<file path="config.mk">
export PLATFORM = sky130hd
export DESIGN_NAME = issue_stage
export DESIGN_NICKNAME = d
export VERILOG_FILES = /design/src/rtl/issue_stage_pkg.sv /design/src/rtl/issue_stage_scoreboard.sv /design/src/rtl/issue_stage.sv
export SDC_FILE = /design/constraint.sdc
export NUM_CORES = 1
export LEC_CHECK = 0
export CAP_MARGIN = 20
export CORE_MARGIN = 2
export CORE_UTILIZATION = 45
export DETAILED_ROUTE_END_ITERATION = 8
export GPL_TIMING_DRIVEN = 1
export PLACE_DENSITY_LB_ADDON = 0.12
export SLEW_MARGIN = 20
export SYNTH_ARGS = -nofsm -noshare
export SYNTH_HDL_FRONTEND = slang
export SYNTH_SLANG_ARGS = --single-unit
</file>
<file path="constraint.sdc">
create_clock -name clk -period 1.95 [get_ports clk]
set_input_delay 0.195 -clock clk [delete_from_list [all_inputs] [get_ports clk]]
set_output_delay 0.195 -clock clk [all_outputs]
set_load 0.02 [all_outputs]
</file>
<file path="src/rtl/issue_stage_pkg.sv">
// Shared packages: the instruction format seen by the issue stage, and the
// common constants and classification helpers used around it.
package issue_inst_pkg;

  typedef struct packed {
    logic       valid;
    logic [4:0] src1;
    logic [4:0] src2;
    logic [4:0] dst;
    logic       reg_wen;
    logic       is_load;
    logic       is_store;
    logic       is_branch;
    logic       is_muldiv;
  } decode_t;

endpackage

package issue_stage_pkg;
  import issue_inst_pkg::*;

  localparam int N_REG_DEFAULT = 32;

  function automatic logic is_mem(input decode_t d);
    return d.is_load | d.is_store;
  endfunction

  // Long-latency producers whose result arrives later through writeback.
  function automatic logic sets_busy(input decode_t d);
    return d.reg_wen && (d.dst != 5'd0) && (d.is_load || d.is_muldiv);
  endfunction

endpackage

</file>
<file path="src/rtl/issue_stage_scoreboard.sv">
// Busy-bit scoreboard: two set ports (issue), two clear ports (writeback),
// four source lookups. Register 0 is never busy.
module issue_stage_scoreboard #(
  parameter int N_REG = 32
) (
  input  logic            clk,
  input  logic            resetn,
  input  logic            flush,
  input  logic [1:0]      set_en,
  input  logic [1:0][4:0] set_rd,
  input  logic [1:0]      clr_en,
  input  logic [1:0][4:0] clr_rd,
  input  logic [3:0][4:0] qry_rd,
  output logic [3:0]      qry_busy
);

  logic [N_REG-1:0] busy_q;
  logic [N_REG-1:0] busy_nxt;

  // Clears are applied before sets so an issue in the same cycle wins.
  always_comb begin
    busy_nxt = busy_q;
    for (int i = 0; i < 2; i++) begin
      if (clr_en[i] && (int'(clr_rd[i]) < N_REG)) busy_nxt[clr_rd[i]] = 1'b0;
    end
    for (int i = 0; i < 2; i++) begin
      if (set_en[i] && (int'(set_rd[i]) < N_REG)) busy_nxt[set_rd[i]] = 1'b1;
    end
    busy_nxt[0] = 1'b0;
  end

  always_ff @(posedge clk or negedge resetn) begin
    if (!resetn)    busy_q <= '0;
    else if (flush) busy_q <= '0;
    else            busy_q <= busy_nxt;
  end

  always_comb begin
    qry_busy = '0;
    for (int q = 0; q < 4; q++) begin
      qry_busy[q] = (qry_rd[q] != 5'd0) && (int'(qry_rd[q]) < N_REG) && busy_q[qry_rd[q]];
    end
  end

endmodule

</file>
<file path="src/rtl/issue_stage.sv">
// In-order issue stage: picks up to two queue-head entries per cycle and
// registers them for execute. Dual issue is enabled by defining ISSUE_DUAL_EN.
module issue_stage
  import issue_inst_pkg::*;
  import issue_stage_pkg::*;
#(
  parameter int N_REG = N_REG_DEFAULT
) (
  input  logic             clk,
  input  logic             resetn,
  input  logic             flush,
  input  decode_t [1:0]    q_out,
  input  logic             queue_empty,
  output logic [1:0]       issued_cnt,
  output decode_t [1:0]    ex_inst,
  output logic [1:0]       ex_valid,
  input  logic             ex_ready,
  input  logic [1:0]       wb_en,
  input  logic [1:0][4:0]  wb_rd
);

`ifdef ISSUE_DUAL_EN
  localparam bit DUAL_EN = 1'b1;
`else
  localparam bit DUAL_EN = 1'b0;
`endif

  decode_t    s0;
  decode_t    s1;
  logic [3:0] src_busy;
  logic       stalled;
  logic       raw_dep;
  logic       struct_blk;
  logic       dual_ok;
  logic       issue0;
  logic       issue1;

  assign s0 = q_out[0];
  assign s1 = q_out[1];

  always_comb begin
    stalled    = (ex_valid != 2'b00) && !ex_ready;
    issue0     = resetn && !flush && !stalled && !queue_empty && s0.valid &&
                 !src_busy[0] && !src_busy[1];
    raw_dep    = s0.reg_wen && (s0.dst != 5'd0) &&
                 ((s1.src1 == s0.dst) || (s1.src2 == s0.dst));
    struct_blk = (is_mem(s0) && is_mem(s1)) || (s0.is_muldiv && s1.is_muldiv) ||
                 s0.is_branch;
    dual_ok    = s1.valid && !src_busy[2] && !src_busy[3] && !raw_dep && !struct_blk;
    issue1     = DUAL_EN && issue0 && dual_ok;
    issued_cnt = issue1 ? 2'd2 : (issue0 ? 2'd1 : 2'd0);
  end

  issue_stage_scoreboard #(.N_REG(N_REG)) u_scoreboard (
    .clk      (clk),
    .resetn   (resetn),
    .flush    (flush),
    .set_en   ({issue1 && sets_busy(s1), issue0 && sets_busy(s0)}),
    .set_rd   ({s1.dst, s0.dst}),
    .clr_en   (wb_en),
    .clr_rd   (wb_rd),
    .qry_rd   ({s1.src2, s1.src1, s0.src2, s0.src1}),
    .qry_busy (src_busy)
  );

  // Issue -> execute boundary
  always_ff @(posedge clk or negedge resetn) begin
    if (!resetn) begin
      ex_valid <= 2'b00;
      ex_inst  <= '0;
    end else if (flush) begin
      ex_valid <= 2'b00;
      ex_inst  <= '0;
    end else if (!stalled) begin
      ex_valid   <= {issue1, issue0};
      ex_inst[0] <= issue0 ? s0 : '0;
      ex_inst[1] <= issue1 ? s1 : '0;
    end
  end

endmodule

</file>
# --- Word level (Yosys, flattened, before mapping) ---
# Cells that the tools add are included.
# W data, S select, Z words.
word_totals:
  elab_cells: 80
  in_bits: 59
  reg_bits: 76
  out_inout_bits: 46
classes:
  bitwise: 5
  mux: 20
  n_eq_ne: 1
  magnitude_cmp: 8
  n_reduce_logical: 26
ops:
  columns: ["cell", "count"]
  rows:
  - ["$mux W32", 4]
  - ["$mux W42", 2]
  - ["$and A32 B32 Y32", 2]
  - ["$not A32 Y32", 2]
  - ["$or A32 B32 Y32", 1]
  - ["$lt A5 B6 Y1 const B", 5]
  - ["$mux W21", 1]
  - ["$demux W1 S5", 3]
  - ["$ge A5 B1 Y1 const B", 3]
  - ["$logic_and A1 B1 Y1", 15]
  - ["$reduce_bool A5 Y1", 3]
  - ["$bmux W1 S5", 2]
  - ["$logic_not A1 Y1", 6]
  - ["$mux W1", 6]
  - ["$mux W2", 2]
  - ["$ne A2 B2 Y1 const B", 1]
  - ["$reduce_bool A2 Y1", 1]
  - ["$logic_or A1 B1 Y1", 1]

# --- Longest topological paths before layout ---
# Gate-level depths: netlist of the first run.
depth:
  ltp_word: 12
  mapped_depth: 9
  depth_no_buf: 5

# --- Modules after synthesis ---
# Synthesis of the first run repeated with hierarchy kept, for this count alone.
unflattened:
  hier_cells: 407
  hier_area_um2: 4144.0
modules_own_cells:
  columns: ["module", "seq_area_each_um2", "area_per_inst_um2", "n_inst", "cells_per_inst"]
  rows:
  - ["issue_stage_scoreboard", 775.7, 3118.0, 1, 326]
  - ["issue_stage", 550.5, 1026.0, 1, 81]

# --- Least setup slack after synthesis of the first run ---
# OpenSTA, ideal clock, no wires.
synth_timing:
  path_kind: "reg2out"
  from: "register u_scoreboard.busy_q[3]"
  to: "output port issued_cnt[0]"
  path_stages_with_launch: 8
  n_path_buf: 2
  arrival_ns: 1.899
  slack_ns: -0.144
  required_ns: 1.755
  cell_sequence: "dfrtp_1 -> mux2_1 -> a221o_1 -> a31oi_4 -> nand2_2 -> buf_2 -> nor3_2 -> buf_4"
synth_between:
  elab_chain_len: 7
  elab_cells_between_ends: 11
  classes_between: "mux: 5; reduce/logical: 6"
synth_rtl:
  columns: ["item", "line", "text"]
  rows:
  - ["from (decl)", "issue_stage_scoreboard.sv:17", "logic [N_REG-1:0] busy_q;"]
  - ["from (signal assigned)", "issue_stage_scoreboard.sv:35", "else busy_q <= busy_nxt;"]
  - ["$bmux W1 S5", "issue_stage_scoreboard.sv:41", "qry_busy[q] = (qry_rd[q] != 5'd0) && (int'(qry_rd[q]) < N_REG) && busy_q[qry_rd[q]];"]
  - ["$mux W1 (implied by the code)", "issue_stage_scoreboard.sv:41", null]
  - ["$logic_and A1 B1 Y1", "issue_stage_scoreboard.sv:41", null]
  - ["$logic_not A1 Y1", "issue_stage.sv:44", "!src_busy[0] && !src_busy[1];"]
  - ["$logic_and A1 B1 Y1", "issue_stage.sv:43", "issue0 = resetn && !flush && !stalled && !queue_empty && s0.valid &&"]
  - ["$logic_and A1 B1 Y1 *", "issue_stage.sv:44", null]
  - ["named net issue0", "issue_stage.sv:35", "logic issue0;"]
  - ["$mux W1 *", "issue_stage.sv:51", "issued_cnt = issue1 ? 2'd2 : (issue0 ? 2'd1 : 2'd0);"]
  - ["to (decl)", "issue_stage.sv:14", "output logic [1:0] issued_cnt,"]
# Mark *: on every way through the listed nets, which the timed path passes. The rest lies on a longest branch. The select of a mux whose other input is x is not followed.

# --- Final worst setup path of the first run ---
layout_timing:
  from: "register u_scoreboard.busy_q[3]"
  to: "output port issued_cnt[0]"
layout_between:
  elab_chain_len: 7
  elab_cells_between_ends: 11
  classes_between: "mux: 5; reduce/logical: 6"
layout_rtl:
  columns: ["item", "line"]
  rows:
  - ["$bmux W1 S5", "issue_stage_scoreboard.sv:41"]
  - ["$mux W1 (implied by the code)", "issue_stage_scoreboard.sv:41"]
  - ["$logic_and A1 B1 Y1", "issue_stage_scoreboard.sv:41"]
  - ["$logic_not A1 Y1", "issue_stage.sv:44"]
  - ["$logic_and A1 B1 Y1", "issue_stage.sv:43"]
  - ["$logic_and A1 B1 Y1 *", "issue_stage.sv:44"]
  - ["$mux W1 *", "issue_stage.sv:51"]
# Every way passes the cells marked *; elsewhere a longest branch is shown, timed or not. The select of a mux whose other input is x is not followed.

==> impl_metrics.ini, run 1 <==
[floorplanning]
die_area_sq_um = 10000
chipHeight_microns = 100
placementRows = 35
io_pins = 105
floorplan.initialDensity_pct = 45.6
core_area_sq_um = 9110
die_width_microns = 100

[sta]
worst_slew_pin_slew_ns = 0.697
grt_setup_unrepaired = true
slew_viol_final = 0
period_minus_slack_ns = 2.22
relSlewSlack_pct = 53.5
finalCritPeriodShare_pct = 114
clock.fmax_mhz = 451
final.setup.tns_ns = -6.89
final_critical_path_setup_slack_ns = -0.268
clock-skew-final_ns = 0.00623
final_setup_vio_count = 53
timing_hold_violations_final = 0

[grt]
grt_start_max_net_pins = 54
grt_pass1_vias = 3700
grt_use_met1_pct = 37.6
met2_usage_pct = 41.7
grtUsageTotal_pct = 26.5
antenna_violations_before_repair = 0
gr-total-overflow = 0
gr-usage-met3_pct = 3.83
wire_length_of_the_first_global_routing_pass_microns = 20600
grt_busiest_layer = met2

[power_and_ir_drop]
seqPwrFrac_pct = 47.5
power_frac_clock_pct = 27.9
p_sw_share_pct = 31.5
leak_uw = 0.00230
power_density_nw_per_um2 = 420
p_sw_uw = 736
vdd.ir_drop.worst_uv = 285
comb_power_share_pct = 24.6
p_int_uw = 1600

[layout]
diodes = 0
layout.core_utilization_pct = 61.0
post_route_cells_drive_above_1_share_pct = 30.3
layout-area-overhead-vs-synth_pct = 33.8
finish.net_count = 590
number_of_fill_cells = 779

[yosys]
post_synth_main_area_contributors = dfrtp_1 (32%), o31ai_2 (12%), nand3b_1 (5.8%)
synth.yosys.seq_area_share_pct = 31.9
synth.area.mux_share_pct = 9.10
synth_warnings = 0
synthesized_area_fraction_occupied_by_ao_oa_aoi_and_oai_cells_pct = 23.5
post-synth-top-area-cell = dfrtp_1
post_synth_cell_types = 50
synth_top_family_by_area = simple AND/OR/NAND/NOR gates
synth_edf_count = 0
postSynth.asyncResetShare_pct = 100
synth_area_in_adders_pct = 0
post_syn_area_sq_um = 4150
synth_top_area_share_pct = 31.9
syn_avg_cell_area_sq_um = 9.96
yosys.area_share.simple_pct = 25.5
synthFlopType = dfrtp_1
post_synth_inst_count = 417
synth.ff_latch_count = 53
synth_xor_xnor_area_share_pct = 0

[hold_path]
min_path_type = primary input to asynchronous set/reset pin

[critical_path]
timing_worst_setup_path_type = register to output port
critPathArrivalTime_ns = 2.02
worst_setup_path_end_kind = output port
cp_data_required_time_ns = 1.75
cp_max_fo = 3
start_kind = register

[placement]
hpwlAfterDp_microns = 9300
place.port_buffers = 60
final_weighted_congestion_in_routability_driven_placement = 0.949

[clocking]
cts.sinks = 53
numCtsBuffers = 5
clkLatencyLatePin_ns = 0.32
cts_root_buffer = clkbuf_8
cts.reportedPaths.clkPinSlew_ns = 0.10
cts_tree = done
holdBufCountCts = 0
maximum_count_of_clock_buffers_along_a_single_path = 2
ctsHtreeMaxLevel = 2

[run]
timing.max_cap.violations = 0

[detailed_routing]
finalWirelength_microns = 13300
drt_pass1_iterations = 5
drt-vias-per-instance = 6.16
detail_route.drc_violations = 0
dr.first_iter.drc_count = 292
post_drt_wl_per_cell_microns = 20.6
vias = 3964
final_antenna_net_count = 0

[run_status]
violations = setup timing
status = finished, violations left
==> timing repair <==
action / in CTS / in global routing
resized for setup: 27 / 13
cloned: 3 / 1
buffers inserted: 2 / 2
pin swaps: 5 / 8
setup endpoints to repair: 54 / 52
==> worst paths after layout <==
kind                                         startpoint                       to  slack [ns]  depth (start not counted)
worst max-delay path             u_scoreboard.busy_q[3]            issued_cnt[0]       -0.27                          6
worst max register to register  u_scoreboard.busy_q[30]  u_scoreboard.busy_q[27]       -0.18                          7
max in group asynchronous                        resetn   u_scoreboard.busy_q[2]        1.40                          2
worst min-delay path                             resetn  u_scoreboard.busy_q[25]        0.07                          2
min in group clk                               q_out[2]               ex_inst[2]        0.44                          3
worst min register to register              ex_inst[17]              ex_inst[17]        0.49                          2
==> per-layer routing <==
layer / share of wire [%] / wire length, microns / up-vias
met5: 0 / 0 / -
met4: 2.4 / 314 / 0
met3: 6.4 / 850 / 25
met2: 47 / 6200 / 167
met1: 44 / 5900 / 1967
li1: - / - / 1805
==> power groups by stage <==
stage	combinational [uW]	clock, uW	sequential (uW)
2_1_floorplan	309	0	1140
3_3_place_gp	524	0	1130
3_5_place_dp	528	0	1130
4_1_cts	555	669	1110
5_1_grt	610	707	1110
6_report	576	652	1110
==> synthesized netlist by cell type, types with 4 or more instances <==
library cell and count:
dfrtp_1 53, nand3b_1 32, inv_1 5, buf_1 4, buf_4 24, o21ai_1 9, mux2i_1 4, clkbuf_1 8
buf_6 8, nor3b_1 8, nand4_1 36, a22oi_1 31, mux4_1 5, nand3_1 17, nor2_1 22, a21boi_0 4
mux2_1 6, nand2_1 30, nand2b_1 4, and3_1 4, and3b_1 5, mux4_2 5, o31ai_2 41, buf_2 15
==> metrics by stage <==
step	setup slack (ns)	hold WS [ns]	instances	power [uW]	instance area, sq um
after floorplan	-0.0750	-0.101	439	1450	4250
after global placement	-0.865	0.465	627	1660	5200
after detailed placement	-0.886	0.460	627	1660	5200
after CTS	-0.260	0.110	640	2330	5440
after global routing	-0.343	0.134	643	2430	5560
final	-0.268	0.0713	643	2340	5560
==> placed cells by master (no fill, tap or decap), drive strengths merged, types with 3 or more instances in the layout <==
cell	instances
buf	84
clkdlybuf4s50	55
dfrtp	53
o31ai	44
nand4	37
nand3b	32
nand2	32
a22oi	31
conb	23
nor2	22
nand3	18
mux4	10
o21ai	9
nor3b	8
mux2	8
clkbuf	7
inv	5
and3b	5
mux2i	4
nand2b	4
and3	4
a21boi	4
nor2b	4
nor3	3
==> area by class of cell <==
type | instances | area (sq um) | area share (%)
Clock inverter | 2 | 15.0 | 0.270
Sequential cell | 53 | 1330 | 23.9
Tap cell | 111 | 139 | 2.50
Inverter | 5 | 18.8 | 0.338
Timing Repair Buffer | 144 | 1420 | 25.5
Clock buffer | 6 | 72.6 | 1.31
Multi-Input combinational cell | 322 | 2570 | 46.2
==> registers in the layout, indices dropped and copies added, names as in the netlist <==
signal,cells
u_scoreboard.busy_q,31
ex_inst,21
ex_valid,1
==> kinds of logic (layout without fill, tap and decap cells) <==
logic type             count (synthesis)  after routing
multiplexers                          22             22
other                                  1             23
AO/OA/AOI/OAI                        100            100
AND/OR/NAND/NOR                      177            177
flip-flops                            53             53
buffers and inverters                 64            157
==> critical path, cell delays in order (launching register included) <==
cell	delay, ns
dfrtp_1	0.44
mux2_1	0.31
a221o_1	0.33
a31oi_4	0.21
nand2_4	0.09
nor3_4	0.19
buf_6	0.14
(Power assumes the default switching activity.)
==> inputs of run 2 (changes only) <==
Settings changed: SKIP_CTS_REPAIR_TIMING set to 1.
==> run 2 against run 1 <==
Against the previous run:
- non-clock buffer count down 1
- sequential power about the same
- clock-buffer cell count unchanged
- first-iteration DRC count down 3.1%
- the run still ends with setup timing left
- clock skew up 0.0021 ns
- worst setup slack worse by 0.0073 ns
- sequential share of layout area up 0.13 points
- die area unchanged
- clock power about the same
- largest power group unchanged
- critical path depth unchanged
- via count down 1.2%
==> impl_metrics.ini, run 2 (same netlist as run 1, synthesis figures left out) <==
[power_and_ir_drop]
leak_uw = 0.00230
p_sw_share_pct = 31.4
totalPowerFinal_uw = 2330
p_int_uw = 1600
seqPwrFrac_pct = 47.7
vdd.ir_drop.worst_uv = 287
power_frac_clock_pct = 27.9
p_sw_uw = 732
power_density_nw_per_um2 = 421
comb_power_share_pct = 24.5

[clocking]
numCtsBuffers = 5
ctsHtreeMaxLevel = 2
cts_root_buffer = clkbuf_8
cts.reportedPaths.clkPinSlew_ns = 0.10
clkLatencyLatePin_ns = 0.32
cts_tree = done
cts.sinks = 53
maximum_count_of_clock_buffers_along_a_single_path = 2

[critical_path]
cp_max_fo = 3
cp_data_required_time_ns = 1.75
critPathArrivalTime_ns = 2.03
timing_worst_setup_path_type = register to output port
worst_setup_path_end_kind = output port
start_kind = register

[sta]
clock-skew-final_ns = 0.00830
timing_hold_violations_final = 0
final_setup_vio_count = 51
worst_slew_pin_slew_ns = 0.693
finalCritPeriodShare_pct = 114
grt_setup_unrepaired = true
final_critical_path_setup_slack_ns = -0.276
relSlewSlack_pct = 53.8
slew_viol_final = 0
period_minus_slack_ns = 2.23
clock.fmax_mhz = 449

[placement]
final_weighted_congestion_in_routability_driven_placement = 0.949
place.port_buffers = 60
hpwlAfterDp_microns = 9300
area_after_detailed_placement_sq_um = 5200

[detailed_routing]
drt-vias-per-instance = 6.10
dr.first_iter.drc_count = 283
finalWirelength_microns = 13200
vias = 3917
post_drt_wl_per_cell_microns = 20.5
drt_pass1_iterations = 5
detail_route.drc_violations = 0
final_antenna_net_count = 0

[grt]
grt_start_max_net_pins = 54
antenna_violations_before_repair = 0
gr-total-overflow = 0
wire_length_of_the_first_global_routing_pass_microns = 19800
grtUsageTotal_pct = 25.3
grt_pass1_vias = 3645

[layout]
diodes = 0
layout_common_cells = buf_4 (67), clkdlybuf4s50_1 (55), dfrtp_1 (53)
finalInstanceArea_sq_um = 5530
biggestRegsByFlops = u_scoreboard.busy_q: 31 flops, ex_inst: 21 flops, ex_valid: 1 flops
largest_register_ff_count = 31
post_route_cells_drive_above_1_share_pct = 29.8
finish.net_count = 589
max_flop_register = u_scoreboard.busy_q
layout-area-overhead-vs-synth_pct = 33.1
most_frequent_standard_cell_in_the_layout_excluding_fill_and_tap_cells = buf_4

[floorplanning]
io_pins = 105
chipHeight_microns = 100
floorplan.initialDensity_pct = 45.6
core_area_sq_um = 9110
placementRows = 35
die_area_sq_um = 10000
die_width_microns = 100

[run]
timing.max_cap.violations = 0

[hold_path]
min_path_type = primary input to asynchronous set/reset pin

[run_status]
violations = setup timing
status = finished, violations left
==> run 2: cell types whose count changed in the layout (fill, tap and decap cells not counted), sizes merged <==
| cell | change |
|---|---|
| clkbuf | +2 |
| bufbuf | -2 |
| buf | -2 |
| dlygate4sd2 | -2 |
| dlymetal6s2s | +3 |
==> run 2: stage by stage <==
stage               hold WS (ns)  util, %  TNS (ns)  setup WS (ns)  instances
detailed placement         0.460     57.1    -38.01         -0.886        627
finish                    0.0697     60.7     -6.95         -0.276        642
global placement           0.465     57.1    -36.28         -0.865        627
CTS                        0.110     58.1    -20.17         -0.887        635
global route               0.140     60.7    -10.76         -0.350        642
floorplan                 -0.101        -   -0.0750        -0.0750        439
==> run 2: worst paths after layout <==
| path | startpoint | end | slack [ns] | cells after the start |
|---|---|---|---|---|
| max | u_scoreboard.busy_q[3] | issued_cnt[0] | -0.28 | 6 |
| min | resetn | u_scoreboard.busy_q[24] | 0.07 | 2 |
| max reg2reg | u_scoreboard.busy_q[31] | u_scoreboard.busy_q[17] | -0.19 | 7 |
| min reg2reg | ex_inst[17] | ex_inst[17] | 0.49 | 2 |
| max in group asynchronous | resetn | ex_inst[14] | 1.40 | 2 |
| min in group clk | q_out[17] | ex_inst[17] | 0.33 | 4 |
==> run 2: routing by layer <==
| metal | GRT usage (%) | vias up | routed length, microns | part of all wire [%] |
|---|---|---|---|---|
| met5 | 0 | - | 0 | 0 |
| li1 | - | 1801 | - | - |
| met4 | 8.11 | 0 | 228 | 1.7 |
| met3 | 4.32 | 16 | 853 | 6.5 |
| met1 | 36.7 | 1928 | 5920 | 45 |
| met2 | 38.6 | 172 | 6200 | 47 |
==> run 2: power by group through the flow <==
stage	clock network (uW)	logic, uW	registers (uW)
4_1_cts	669	529	1110
3_3_place_gp	0	524	1130
6_report	649	570	1110
3_5_place_dp	0	528	1130
5_1_grt	707	605	1110
2_1_floorplan	0	309	1140
==> run 2: final cells by class <==
cell class	count	area, sq um
clock buffers	6	72.6
clock inverters	2	15.0
fillers	779	3580
inverters	5	18.8
multi-input cells	322	2560
flip-flops and latches	53	1330
well taps	111	139
repair buffers	143	1400
==> run 2: worst max-delay path, cell delays in order (launching register included) <==
cell and delay, ns:
dfrtp_1 0.43, mux2_1 0.31, a221o_1 0.33, a31oi_4 0.21, nand2_4 0.09, nor3_4 0.20, buf_6 0.14
